==> src/rtl/mem_access_unit_pkg.sv <==
// Shared size codes, FSM state encoding and request bundle for the memory access unit.
// Both the control unit and byte_enabler import these so the encodings cannot drift apart.
package mem_access_unit_pkg;

  localparam logic [1:0] SZ_WORD = 2'b00;
  localparam logic [1:0] SZ_BYTE = 2'b01;
  localparam logic [1:0] SZ_HALF = 2'b10;

  localparam int NUM_LANES = 4;
  localparam int LANE_W    = 8;
  localparam int CNT_W     = 8;

  typedef enum logic [2:0] {
    ST_IDLE = 3'd0,
    ST_REQ  = 3'd1,
    ST_WAIT = 3'd2,
    ST_DONE = 3'd3,
    ST_ERR  = 3'd4
  } state_e;

  typedef struct packed {
    logic        we;
    logic [1:0]  size;
    logic [1:0]  off;
    logic [3:0]  be;
    logic        sext;
    logic [31:0] wdata;
  } acc_t;

  // 2'b11 falls into the word rule.
  function automatic logic is_aligned(input logic [1:0] size, input logic [1:0] off);
    case (size)
      SZ_BYTE: return 1'b1;
      SZ_HALF: return ~off[0];
      default: return (off == 2'b00);
    endcase
  endfunction

endpackage

==> src/rtl/load_extender.sv <==
// Picks the addressed byte/halfword out of a read word and zero- or sign-extends it.
// Purely combinational so a cache fill path can share it.
module load_extender
  import mem_access_unit_pkg::*;
(
  input  logic [1:0]  size,
  input  logic [1:0]  offset,
  input  logic        sext,
  input  logic [31:0] word,
  output logic [31:0] result
);

  logic [7:0]  byte_sel;
  logic [15:0] half_sel;

  always_comb begin
    byte_sel = word[{offset, 3'b000} +: 8];
    half_sel = offset[1] ? word[31:16] : word[15:0];
    case (size)
      SZ_BYTE: result = {{24{sext & byte_sel[7]}}, byte_sel};
      SZ_HALF: result = {{16{sext & half_sel[15]}}, half_sel};
      default: result = word;
    endcase
  end

endmodule

==> src/rtl/mem_access_unit.sv <==
// Memory-stage load/store unit: stalls the pipeline while a single access is on the
// valid/ready bus, aborting on misalignment or when the bus stays silent too long.
module mem_access_unit
  import mem_access_unit_pkg::*;
#(
  parameter int TIMEOUT = 16,
  parameter int AW      = 32
) (
  input  logic          clk,
  input  logic          reset,
  input  logic          req,
  input  logic          we,
  input  logic [1:0]    size,
  input  logic [AW-1:0] addr,
  input  logic [31:0]   wdata,
  input  logic [3:0]    be,
  input  logic          sext,
  output logic          stall,
  output logic          done,
  output logic          err,
  output logic [31:0]   rdata,
  output logic          bus_req,
  output logic          bus_we,
  output logic [AW-1:0] bus_addr,
  output logic [3:0]    bus_be,
  output logic [31:0]   bus_wdata,
  input  logic          bus_ready,
  input  logic          bus_rvalid,
  input  logic [31:0]   bus_rdata
);

  state_e           state_q, state_d;
  logic [CNT_W-1:0] cnt_q, cnt_d;
  acc_t             acc_q, acc_d;
  logic [AW-3:0]    waddr_q, waddr_d;
  logic [31:0]      rdata_q, rdata_d;

  logic [NUM_LANES-1:0][LANE_W-1:0] rep_wdata;
  logic [31:0]                      ext_word;
  logic                             timeout_hit;

  // Store data is replicated per lane at request time so the bus side is a plain register.
  for (genvar i = 0; i < NUM_LANES; i++) begin : g_lane
    always_comb begin
      case (size)
        SZ_BYTE: rep_wdata[i] = wdata[7:0];
        SZ_HALF: rep_wdata[i] = wdata[(i%2)*LANE_W +: LANE_W];
        default: rep_wdata[i] = wdata[i*LANE_W +: LANE_W];
      endcase
    end
  end

  load_extender u_ext (
    .size   (acc_q.size),
    .offset (acc_q.off),
    .sext   (acc_q.sext),
    .word   (bus_rdata),
    .result (ext_word)
  );

  assign timeout_hit = (cnt_q == CNT_W'(TIMEOUT - 1));

  always_ff @(posedge clk or posedge reset) begin
    if (reset) begin
      state_q <= ST_IDLE;
      cnt_q   <= '0;
      acc_q   <= '0;
      waddr_q <= '0;
      rdata_q <= '0;
    end else begin
      state_q <= state_d;
      cnt_q   <= cnt_d;
      acc_q   <= acc_d;
      waddr_q <= waddr_d;
      rdata_q <= rdata_d;
    end
  end

  // Completion is tested before the timeout so a response on the last cycle still wins.
  always_comb begin
    state_d = state_q;
    cnt_d   = cnt_q;
    acc_d   = acc_q;
    waddr_d = waddr_q;
    rdata_d = rdata_q;
    case (state_q)
      ST_IDLE: begin
        if (req) begin
          if (is_aligned(size, addr[1:0])) begin
            state_d = ST_REQ;
            cnt_d   = '0;
            acc_d   = '{we: we, size: size, off: addr[1:0], be: be, sext: sext,
                        wdata: rep_wdata};
            waddr_d = addr[AW-1:2];
          end else begin
            state_d = ST_ERR;
          end
        end
      end
      ST_REQ: begin
        cnt_d = cnt_q + 1'b1;
        if (bus_ready)        state_d = acc_q.we ? ST_DONE : ST_WAIT;
        else if (timeout_hit) state_d = ST_ERR;
      end
      ST_WAIT: begin
        cnt_d = cnt_q + 1'b1;
        if (bus_rvalid) begin
          rdata_d = ext_word;
          state_d = ST_DONE;
        end else if (timeout_hit) begin
          state_d = ST_ERR;
        end
      end
      ST_DONE: state_d = ST_IDLE;
      ST_ERR:  state_d = ST_IDLE;
      default: state_d = ST_IDLE;
    endcase
  end

  always_comb begin
    stall     = 1'b0;
    done      = 1'b0;
    err       = 1'b0;
    bus_req   = 1'b0;
    bus_we    = 1'b0;
    bus_addr  = '0;
    bus_be    = '0;
    bus_wdata = '0;
    case (state_q)
      ST_IDLE: stall = req;
      ST_REQ: begin
        stall     = 1'b1;
        bus_req   = 1'b1;
        bus_we    = acc_q.we;
        bus_addr  = {waddr_q, 2'b00};
        bus_be    = acc_q.be;
        bus_wdata = acc_q.wdata;
      end
      ST_WAIT: stall = 1'b1;
      ST_DONE: done  = 1'b1;
      ST_ERR:  err   = 1'b1;
      default: ;
    endcase
  end

  assign rdata = rdata_q;

endmodule

==> config.mk <==
export PLATFORM = sky130hd
export DESIGN_NAME = mem_access_unit
export DESIGN_NICKNAME = d
export VERILOG_FILES = /design/src/rtl/mem_access_unit_pkg.sv /design/src/rtl/load_extender.sv /design/src/rtl/mem_access_unit.sv
export SDC_FILE = /design/constraint.sdc
export NUM_CORES = 1
export LEC_CHECK = 0
export CORE_AREA = 2 2 192 100
export CTS_BUF_LIST = sky130_fd_sc_hd__clkbuf_4 sky130_fd_sc_hd__clkbuf_8 sky130_fd_sc_hd__clkbuf_16
export CTS_CLUSTER_DIAMETER = 60
export DETAILED_ROUTE_END_ITERATION = 10
export DIE_AREA = 0 0 194 102
export PLACE_DENSITY = 0.71
export SLEW_MARGIN = 20
export SYNTH_ARGS = -nofsm -noshare
export SYNTH_HDL_FRONTEND = slang
export SYNTH_SLANG_ARGS = --single-unit
==> constraint.sdc <==
create_clock -name clk -period 4.48 [get_ports clk]
set_clock_uncertainty 0.15 [all_clocks]
set_input_delay 1.12 -clock clk [delete_from_list [all_inputs] [get_ports clk]]
set_output_delay 1.12 -clock clk [all_outputs]
set_load 0.05 [all_outputs]
==> results.yml <==
final_layout:
  multi_input_area_sq_um: 3060
  final_cell_mix: "clkdlybuf4s50_1 (210), dfrtp_1 (115), and2_1 (68)"
  syn_to_final_growth_pct: 47.5
  antenna_cells: 0
  stdcell_count: 1064
  n_fill_cell: 1636
  fin_nets: 925
  seq_area_sq_um: 2880
  layout-drive-gt1-share_pct: 11.9
  layout_commonest_cell: "clkdlybuf4s50_1"
sta:
  whs_ps: 327
  max_slew_margin_pct: 41.3
  setup_viol: 0
  hold_violations: 0
  drv_slew: 0
  fin_ws_ps: 331
  fmax_ghz: 0.241
  worst_slew_pin_slew_ps: 876
  fin_crit_ps: 4150
  fin_setup_tns_ps: 0
  period_share_pct: 92.6
  grt_setup_unrepaired: "no"
clocking:
  cts-resized-gates: 0
  cts_root_buf: "clkbuf_16"
  cts.clk_slew.worst_paths_ps: 60
  cts_hold_buf: 0
  numClockSinks: 115
  postCtsSetupBuffers: 0
  cts_buffers: 17
  clock_latency_ps: 420
  htreeDepth: 4
  cts_tree: "done"
  clock_path_buffers: 2
die:
  initial_core_util_pct: 34.3
  core-area_sq_um: 18000
  die_area_sq_um: 19800
  row_count: 35
  dieHeight_um: 102
  pin_count: 214
  fp.dieW_um: 194
routing:
  wl_mm: 19.5
  wl_per_cell_um: 18.4
  drt-initial-drc-count: 420
  vias_per_cell: 5.10
  drc_errors: 0
  vias: 5424
  detail_route.first_pass.iterations: 5
  ant_nets: 0
grt:
  antenna_found_initial: 0
  grt_pass1_wl_mm: 30.3
  grt_max_degree: 70
  grt-ovfl-total: 0
  grtUsageTotal_pct: 19.8
  grt_pass1_vias: 5401
hold_path:
  hold_class: "reg2reg"
  worstHoldStart: "acc_q[34]"
synthesis:
  synth_edf_count: 0
  syn_area_per_cell_sq_um: 9.98
  synthFlopType: "dfrtp_1"
  synth_cell_type_count: 55
  synth_cells: 621
  ys_seq_area_share_pct: 46.4
  async_flop_share_pct: 100
  ys_warn_count: 0
  netlist_area_sq_um: 6200
  synth_seq_cells: 115
run_status:
  run_status: "finished, final reports clean"
worst_setup_path:
  setup.worst_path.end_class: "output port"
  critical_path.max_fanout: 69
  critPathLaunch: "state_q[0]"
  critPathKind: "reg2out"
  reg2reg_from: "state_q[0]"
  crit_required_ps: 3210
  startpoint_type: "register"
  cp.arrival_ps: 2880
job:
  drv_cap: 0
placement:
  port_buffers: 211
  dp_slack_ps: 537
  dp_hpwl_mm: 14.0
  gp_congestion: 0.829
  placed_cells: 1032
power:
  powerDensity_nw_per_um2: 717
  ir_drop_uv: 365
  p_leak_nw: 3.70
==> stage by stage <==
stage	instance area, sq um	power, mW	util (%)
3_3_place_gp	8530	5.10	47.3
4_1_cts	9140	6.59	50.7
3_5_place_dp	8530	5.14	47.3
6_report	9140	6.55	50.7
5_1_grt	9140	6.91	50.7
2_1_floorplan	6200	4.04	-
==> registers in the layout, summed over array words and instances, names as in the netlist <==
name and flops:
waddr_q 30, cnt_q 8, acc_q 42, rdata 32
state_q 3
==> routing by layer <==
| layer | vias to the layer above | wire length, um | global-route usage, % | part of all wire [%] |
|---|---|---|---|---|
| li1 | 2585 | - | - | - |
| met1 | 2623 | 9620 | 28.6 | 49 |
| met2 | 207 | 7850 | 27.2 | 40 |
| met3 | 9 | 1960 | 8.61 | 10 |
| met4 | 0 | 107 | 4.43 | 0.55 |
| met5 | - | 0 | 0 | 0 |
==> cell type report <==
type | count | share of cell area [%]
clock buffers | 19 | 4.89
clock inverters | 13 | 1.74
inverters | 13 | 0.561
multi-input cells | 442 | 33.5
flip-flops and latches | 115 | 31.5
well taps | 240 | 3.29
repair buffers | 222 | 24.5
==> worst max-delay path, stage by stage (launching register included) <==
cell and delay (ps):
dfrtp_1 780, nor3b_2 350, buf_12 260, and2_1 180, clkdlybuf4s50_1 830
==> power breakdown <==
group | internal [mW] | switching [mW] | total, mW
Clock | 0.893 | 0.509 | 1.40
Sequential | 1.54 | 0.346 | 1.89
Combinational | 1.23 | 2.03 | 3.26
Total | 3.66 | 2.89 | 6.55
==> Yosys cell counts, types with 3 or more instances <==
cell type  count  area share, %
dfrtp_1      115             46
o22ai_1        7           0.71
buf_4          7           0.85
nand3b_1      17            2.1
clkbuf_1      34            2.1
ha_1           5            1.0
inv_1         13           0.79
nor2b_1        9           0.91
nor4_1         4           0.40
o21ai_0       28            2.3
nand3_1       11           0.89
and2_1        68            6.9
nand2b_1       4           0.40
a21oi_1       62            5.0
mux2_2        36            6.5
mux2_1        19            3.5
nand2_1       39            2.4
mux2_4         8            1.9
mux2i_1       18            2.9
buf_2          7           0.57
a22oi_1        8           0.97
nor3_1         6           0.48
nor3b_1        3           0.36
a31oi_1       27            2.7
buf_1          4           0.24
nor2_1        25            1.5
==> path summary, 6_finish.rpt <==
path                               end  slack, ps  depth (start not counted)
setup / recovery           bus_addr[8]        330                          4
hold / removal               acc_q[34]        330                          1
hold reg to reg              acc_q[34]        330                          1
min in group asynchronous    rdata[26]       1000                          2
setup reg to reg              acc_q[5]       1640                          4
max in group asynchronous     acc_q[5]       2380                          3
==> kinds of logic (layout without fill, tap and decap cells) <==
| kind of cell | after synthesis | in the layout | synth area share, % |
|---|---|---|---|
| compound gates | 148 | 148 | 13.9 |
| simple gates | 203 | 203 | 18.6 |
| mux | 82 | 82 | 15.2 |
| other cells | 1 | 2 | 0.0605 |
| buf+inv | 65 | 267 | 4.50 |
| fa+ha+maj | 5 | 5 | 1.01 |
| xor+xnor | 2 | 2 | 0.283 |
| flops | 115 | 115 | 46.4 |
No activity file was read; power rests on OpenSTA's default activity.
